File: src/rtl/multi_cycle_controller.sv
// multi_cycle_controller: control FSM for the multi-cycle RISC-V core.
// Steps the shared ALU, the unified memory port, the register file and the
// PC/IR latches through IF, ID, EX, MEM, WB and an absorbing HALT state.
// Optional feature macro: MC_PERF_COUNTERS_EN adds cycle/retired counters.
//
// Handshake: a memory request (mem_read or mem_write, never both) is held
// with a stable i_or_d until the cycle i_mem_ready=1; that cycle completes
// the access. i_mem_ready is ignored outside IF and MEM.
module multi_cycle_controller (
  input  logic        i_clk,
  input  logic        i_reset_n,
  input  logic [6:0]  i_opcode,
  input  logic        i_bcond,
  input  logic        i_ecall_halt,
  input  logic        i_mem_ready,
  output logic        o_pc_write,
  output logic        o_ir_write,
  output logic        o_i_or_d,
  output logic        o_mem_read,
  output logic        o_mem_write,
  output logic        o_reg_write,
  output logic [1:0]  o_wb_sel,
  output logic        o_alu_src_a,
  output logic [1:0]  o_alu_src_b,
  output logic        o_alu_use_ctrl,
  output logic [1:0]  o_pc_source,
  output logic        o_illegal_inst,
  output logic        o_is_halted,
  output logic [31:0] o_cycle_count,
  output logic [31:0] o_retired_count,
  output logic [2:0]  o_dbg_state
);

  typedef enum logic [2:0] {
    S_IF   = 3'd0,
    S_ID   = 3'd1,
    S_EX   = 3'd2,
    S_MEM  = 3'd3,
    S_WB   = 3'd4,
    S_HALT = 3'd5
  } state_t;

  localparam logic [6:0] OP_R      = 7'b0110011;
  localparam logic [6:0] OP_I      = 7'b0010011;
  localparam logic [6:0] OP_LOAD   = 7'b0000011;
  localparam logic [6:0] OP_STORE  = 7'b0100011;
  localparam logic [6:0] OP_BRANCH = 7'b1100011;
  localparam logic [6:0] OP_JAL    = 7'b1101111;
  localparam logic [6:0] OP_JALR   = 7'b1100111;
  localparam logic [6:0] OP_ECALL  = 7'b1110011;

  state_t r_state;
  state_t w_next;

  logic       w_is_alu, w_is_load, w_is_store, w_is_branch;
  logic       w_is_jal, w_is_jalr, w_is_ecall, w_known;
  logic       w_enter_halt, w_retire;
  logic       w_pc_write, w_ir_write, w_i_or_d, w_mem_read, w_mem_write;
  logic       w_reg_write, w_alu_src_a, w_alu_use_ctrl, w_illegal, w_halted;
  logic [1:0] w_wb_sel, w_alu_src_b, w_pc_source;

  assign w_is_alu    = (i_opcode == OP_R) || (i_opcode == OP_I);
  assign w_is_load   = (i_opcode == OP_LOAD);
  assign w_is_store  = (i_opcode == OP_STORE);
  assign w_is_branch = (i_opcode == OP_BRANCH);
  assign w_is_jal    = (i_opcode == OP_JAL);
  assign w_is_jalr   = (i_opcode == OP_JALR);
  assign w_is_ecall  = (i_opcode == OP_ECALL);
  assign w_known     = w_is_alu | w_is_load | w_is_store | w_is_branch |
                       w_is_jal | w_is_jalr | w_is_ecall;

  // ECALL with the halt compare true retires on entry to HALT (no PC write)
  assign w_enter_halt = (r_state == S_ID) && w_is_ecall && i_ecall_halt;
  assign w_retire     = w_pc_write | w_enter_halt;

  // State register: asynchronous return to IF on reset
  always_ff @(posedge i_clk or negedge i_reset_n) begin
    if (!i_reset_n) r_state <= S_IF;
    else            r_state <= w_next;
  end

  // Next state and raw datapath controls from state, opcode, bcond and handshake
  always_comb begin
    w_next         = r_state;
    w_pc_write     = 1'b0;
    w_ir_write     = 1'b0;
    w_i_or_d       = 1'b0;
    w_mem_read     = 1'b0;
    w_mem_write    = 1'b0;
    w_reg_write    = 1'b0;
    w_wb_sel       = 2'b00;
    w_alu_src_a    = 1'b0;
    w_alu_src_b    = 2'b00;
    w_alu_use_ctrl = 1'b0;
    w_pc_source    = 2'b00;
    w_illegal      = 1'b0;
    w_halted       = 1'b0;
    case (r_state)
      S_IF: begin
        w_mem_read = 1'b1;
        if (i_mem_ready) begin
          w_ir_write = 1'b1;
          w_next     = S_ID;
        end
      end
      S_ID: begin
        // PC + imm goes into ALUOut for a later branch/JAL target
        w_alu_src_b = 2'b01;
        if (w_is_ecall && i_ecall_halt) begin
          w_next = S_HALT;
        end else if (w_is_ecall || !w_known) begin
          w_illegal  = !w_known;
          w_pc_write = 1'b1;
          w_next     = S_IF;
        end else begin
          w_next = S_EX;
        end
      end
      S_EX: begin
        w_next = S_IF;
        if (w_is_alu) begin
          w_alu_src_a    = 1'b1;
          w_alu_src_b    = (i_opcode == OP_I) ? 2'b01 : 2'b00;
          w_alu_use_ctrl = 1'b1;
          w_next         = S_WB;
        end else if (w_is_load || w_is_store) begin
          w_alu_src_a = 1'b1;
          w_alu_src_b = 2'b01;
          w_next      = S_MEM;
        end else if (w_is_branch) begin
          w_alu_src_a    = 1'b1;
          w_alu_use_ctrl = 1'b1;
          w_pc_write     = 1'b1;
          w_pc_source    = i_bcond ? 2'b01 : 2'b00;
        end else if (w_is_jal) begin
          w_reg_write = 1'b1;
          w_wb_sel    = 2'b10;
          w_pc_write  = 1'b1;
          w_pc_source = 2'b01;
        end else if (w_is_jalr) begin
          w_alu_src_a = 1'b1;
          w_alu_src_b = 2'b01;
          w_reg_write = 1'b1;
          w_wb_sel    = 2'b10;
          w_pc_write  = 1'b1;
          w_pc_source = 2'b10;
        end
      end
      S_MEM: begin
        w_i_or_d    = 1'b1;
        w_mem_read  = w_is_load;
        w_mem_write = w_is_store;
        if (i_mem_ready) begin
          if (w_is_load) begin
            w_next = S_WB;
          end else begin
            w_pc_write = 1'b1;
            w_next     = S_IF;
          end
        end
      end
      S_WB: begin
        w_reg_write = 1'b1;
        w_wb_sel    = w_is_load ? 2'b01 : 2'b00;
        w_pc_write  = 1'b1;
        w_next      = S_IF;
      end
      S_HALT: begin
        w_halted = 1'b1;
      end
      default: begin
        w_next = S_IF;
      end
    endcase
  end

  // Force every output low while reset is held, including the fetch request
  always_comb begin
    o_pc_write     = i_reset_n & w_pc_write;
    o_ir_write     = i_reset_n & w_ir_write;
    o_i_or_d       = i_reset_n & w_i_or_d;
    o_mem_read     = i_reset_n & w_mem_read;
    o_mem_write    = i_reset_n & w_mem_write;
    o_reg_write    = i_reset_n & w_reg_write;
    o_wb_sel       = i_reset_n ? w_wb_sel : 2'b00;
    o_alu_src_a    = i_reset_n & w_alu_src_a;
    o_alu_src_b    = i_reset_n ? w_alu_src_b : 2'b00;
    o_alu_use_ctrl = i_reset_n & w_alu_use_ctrl;
    o_pc_source    = i_reset_n ? w_pc_source : 2'b00;
    o_illegal_inst = i_reset_n & w_illegal;
    o_is_halted    = i_reset_n & w_halted;
  end

  assign o_dbg_state = r_state;

`ifdef MC_PERF_COUNTERS_EN
  logic [31:0] r_cycle_count;
  logic [31:0] r_retired_count;

  // Performance counters: both freeze in HALT and wrap naturally
  always_ff @(posedge i_clk or negedge i_reset_n) begin
    if (!i_reset_n) begin
      r_cycle_count   <= 32'd0;
      r_retired_count <= 32'd0;
    end else if (r_state != S_HALT) begin
      r_cycle_count <= r_cycle_count + 32'd1;
      if (w_retire) r_retired_count <= r_retired_count + 32'd1;
    end
  end

  assign o_cycle_count   = r_cycle_count;
  assign o_retired_count = r_retired_count;
`else
  logic w_unused_retire;
  assign w_unused_retire = w_retire;
  assign o_cycle_count   = 32'd0;
  assign o_retired_count = 32'd0;
`endif

endmodule

File: config.mk
export PLATFORM = sky130hd
export DESIGN_NAME = multi_cycle_controller
export DESIGN_NICKNAME = d
export VERILOG_FILES = /design/src/rtl/multi_cycle_controller.sv
export SDC_FILE = /design/constraint.sdc
export NUM_CORES = 1
export LEC_CHECK = 0
export ABC_CLOCK_PERIOD_IN_PS = 3100
export BUFFER_PORTS_ARGS = -buffer_cell sky130_fd_sc_hd__buf_4
export CAP_MARGIN = 20
export CORE_MARGIN = 10
export CORE_UTILIZATION = 35
export CTS_CLUSTER_SIZE = 8
export DETAILED_ROUTE_END_ITERATION = 6
export PLACE_DENSITY = 0.77
export SLEW_MARGIN = 15
export SYNTH_ARGS = -nofsm -noshare
export SYNTH_HDL_FRONTEND = slang
export SYNTH_SLANG_ARGS = --single-unit
File: constraint.sdc
create_clock -name i_clk -period 3.1 [get_ports i_clk]
set_clock_uncertainty 0.1 [all_clocks]
set_input_delay 0.155 -clock i_clk [delete_from_list [all_inputs] [get_ports i_clk]]
set_output_delay 0.155 -clock i_clk [all_outputs]
set_load 0.01 [all_outputs]
==> run summary <==
The flow ran to the end, and the final reports show no timing, DRC or antenna violations. Counting distinct cell types in the post-synthesis netlist gives 36. Setup slack on the worst reg-to-reg path comes out at 1.75 ns. Reg-to-reg endpoint: o_dbg_state[0]$_DFFE_PN0P_. The gate count after technology mapping came out at 143. The final estimated routing congestion in global placement was 0.9228. For this run, the top clock speed supported by timing is 507.2 MHz.

The number of nets in the finished design was 184; the final count of pins violating max slew was 0. The share of synthesized area occupied by flip-flops and latches was 0.07344. In this run, synthesis produced a sequential element count of 3. The data required time of the worst path was 2.84 ns. For this design the top-level I/O count stands at 95. The routed wire length came out at 2.686 mm.

For the via count of the first global-routing pass, the log shows 829. In this design, the stage delay of the slowest critical-path cell is 0.53 ns. After clock tree synthesis, the clock-pin slew on the worst setup and hold paths is 0.03 ns. Setup violations remaining at the end of the flow were counted as 0. The die covers 5483 um2. The die is 74.05 um tall.

TritonCTS built the clock tree. Setup repair after global routing left no endpoint under its margin. sky130_fd_sc_hd__buf_4 takes more of the synthesized area than any other cell.

The number of buffers and inverters on the critical path was 3; the relative area change from synthesis to final layout was 1.224%. Power spread over the standard cell area amounts to 202.1 nW/um2. The horizontal die dimension is 74.05 um.

The clock network fraction of design power is 0.317, and the biggest fanout along the worst timing path is 7. The later pin in the worst-skew pair is clocked with a latency of 0.23 ns. The post-route minimum period was 1.972 ns. In this run the cell area of the synthesized design comes to 1022 um2. The count of antenna diodes in the layout is 0. The effective utilization at floorplan came out at 0.3675. For this run, design rule violations remaining after detail routing come to 0. Counting every sink on the clock net gives 3. The critical path data arrival time was 1.72 ns; the number of buffers inserted during clock tree synthesis was 3. The path class of the tightest hold or removal check is in2reg.

A synthesized cell averages 7.148 um2. Peak supply drop: 0.1283 mV. The cell depth of the worst setup path was 6.

For the number of maximum-capacitance constraint violations, the log shows 0. The fraction of final layout cells with drive strength greater than 1 was 0.2281; the aggregate negative setup slack was 0 ns. Yosys attributes the largest share of cell area to sky130_fd_sc_hd__buf_4 48%, sky130_fd_sc_hd__dfrtp_1 7.3%, sky130_fd_sc_hd__nor2_1 3.3%. The startpoint type of the worst setup path is an input pin. Global routing finished with a remaining overflow of 0. In this run the worst setup path terminates at o_pc_source[1].

The run gives 0 as the final antenna-violating net count. The startpoint identified for the worst register-to-register timing path is o_dbg_state[1]$_DFFE_PN0P_. The top cell type's share of synthesized area was 0.4847. Entering global routing, the biggest net connects 15 pins. The critical path starts at i_reset_n.

The count of input and output buffers was 29. After legalization and detailed placement, the total HPWL measured 2.391 mm. The critical path is of the in2out type.

The critical path goes through dlygate4sd3_1, buf_4, nand2b_1, nand2b_1, nor4_1, buf_4. Using the TritonRoute via totals, the vias-per-cell ratio works out to 4.248. Number of antenna violations at the first check in global routing: 0. On the critical path, the stage with the largest delay is an instance of sky130_fd_sc_hd__dlygate4sd3_1.

The type of destination of the critical path was a primary output. The wire length of the first global-routing pass is 3.919 mm, and the static leakage power is 0.5497 nW. The sequential cell fraction of total power is 0.217.

The tree is rooted in a sky130_fd_sc_hd__clkbuf_4. The switching power share of the total came out at 0.4360. On the critical path the largest part of the delay comes from buffers and inverters.

The fraction of the cycle the final worst path needs was 0.6360; the area of the placeable core was 2781 um2. For the combinational fraction of design power, the log shows 0.466. Once the clock tree was built, the resizer swapped 0 gates to a different size.

The logs give 1 for the maximum level of the CTS H-tree and 2 for the buffer depth of the longest clock path. The number of hold violations in the final report was 0. The tools report the internal power consumption as 0.0001180 W. The overall fraction of global-route tracks in use is 0.08756, and the detailed-route wire length per cell is 13.30 um.

Before antenna repair, the detailed router went through 4 iterations. For this run, the number of Yosys warnings is 0. The number of flip-flops in the largest register was 3; the path depth of the worst reg2reg path was 3.

The net switching power is 0.00009117 W. After layout, the design draws a total of 0.0002091 W. The floorplan has 19 rows.

The via count is 858. The count of routing violations after the opening detailed-route iteration came out at 18.
==> cell usage after synthesis (all sizes together) <==
cell type / number
nor4b: 1
a32o: 1
nand2: 8
nand3: 5
nand4: 2
clkbuf: 1
or2: 2
nand2b: 3
inv: 2
a2111oi: 1
a22o: 1
and3: 1
and2: 1
a22oi: 2
or2b: 1
mux2i: 1
o21ai: 1
o211a: 1
o2bb2ai: 1
nor2b: 3
a21oi: 6
nor3: 7
conb: 1
nand4bb: 1
nor2: 9
dfrtp: 3
o21bai: 1
nor4: 4
o31a: 1
and3b: 1
a211oi: 1
buf: 69
==> timing repair <==
action	in CTS	in global routing
endpoints found under the setup margin	0	0
hold buffers	1	0
endpoints found under the hold margin	3	0
buffers inserted	0	0
==> logic make-up after synthesis <==
group                  share of synthesized area
buffers and inverters                     0.5165
AO/OA/AOI/OAI                             0.1273
AND/OR/NAND/NOR                           0.2693
other                                   0.003668
flip-flops                               0.07344
multiplexers                            0.009792
==> layout by cell type (no fill, tap or decap), drive strengths merged, types with 2 or more instances in the layout <==
| master | count |
|---|---|
| nor2 | 9 |
| or2 | 2 |
| clkbuf | 4 |
| buf | 29 |
| inv | 2 |
| nor2b | 3 |
| nand2 | 8 |
| a22oi | 2 |
| nor3 | 7 |
| nand2b | 3 |
| nand3 | 5 |
| nor4 | 4 |
| a21oi | 6 |
| nand4 | 2 |
| conb | 65 |
| dfrtp | 3 |
==> layer usage <==
metal  vias up  global-route usage  part of all wire
met5         -                   0                 0
met4         0             0.03727                 0
met3         0             0.04787              0.16
met2        59              0.1430              0.49
met1       386             0.09139              0.34
li1        413                   -                 -
==> worst min-delay path, stage by stage <==
cell and delay (ns):
sky130_fd_sc_hd__buf_4 0.09, sky130_fd_sc_hd__mux2i_1 0.07, sky130_fd_sc_hd__o2bb2ai_1 0.13
==> how the worst min path moves through the flow <==
stage                            endpoint  cells past startpoint        start  slack [ns]
2_1_floorplan  o_dbg_state[0]$_DFFE_PN0P_                      0    i_reset_n       -0.24
3_3_place_gp   o_dbg_state[0]$_DFFE_PN0P_                      1    i_reset_n       -0.13
3_5_place_dp   o_dbg_state[0]$_DFFE_PN0P_                      1    i_reset_n       -0.14
4_1_cts        o_dbg_state[0]$_DFFE_PN0P_                      3  i_mem_ready        0.16
5_1_grt        o_dbg_state[0]$_DFFE_PN0P_                      3  i_mem_ready        0.18
6_report       o_dbg_state[0]$_DFFE_PN0P_                      3  i_mem_ready        0.15
==> area by class of cell <==
| type | instances | area [um2] |
|---|---|---|
| inverters | 2 | 7.507 |
| clock buffers | 4 | 26.28 |
| multi-input cells | 132 | 659.4 |
| repair buffers | 30 | 227.7 |
| flip-flops and latches | 3 | 75.07 |
| fillers | 320 | 1747 |
| well taps | 31 | 38.79 |
==> power by group through the flow <==
stage          combinational (W)   clock, W  sequential [W]
2_1_floorplan           0.000128          0       0.0000433
3_3_place_gp           0.0000926          0       0.0000458
3_5_place_dp           0.0000923          0       0.0000458
4_1_cts                0.0000935  0.0000686       0.0000453
5_1_grt                 0.000109  0.0000744       0.0000460
6_report               0.0000974  0.0000663       0.0000454
==> through the flow <==
step	area (um2)	setup slack, ns	cells	hold WS (ns)	utilization
2_1_floorplan	1262	1.480	207	-0.2406	-
3_3_place_gp	998.5	1.267	197	-0.1348	0.3590
3_5_place_dp	998.5	1.318	197	-0.1369	0.3590
4_1_cts	1035	1.122	202	0.1617	0.3720
5_1_grt	1035	0.9418	202	0.1839	0.3720
6_report	1035	1.128	202	0.1534	0.3720
Note: power is estimated with default switching activity, not from simulation.
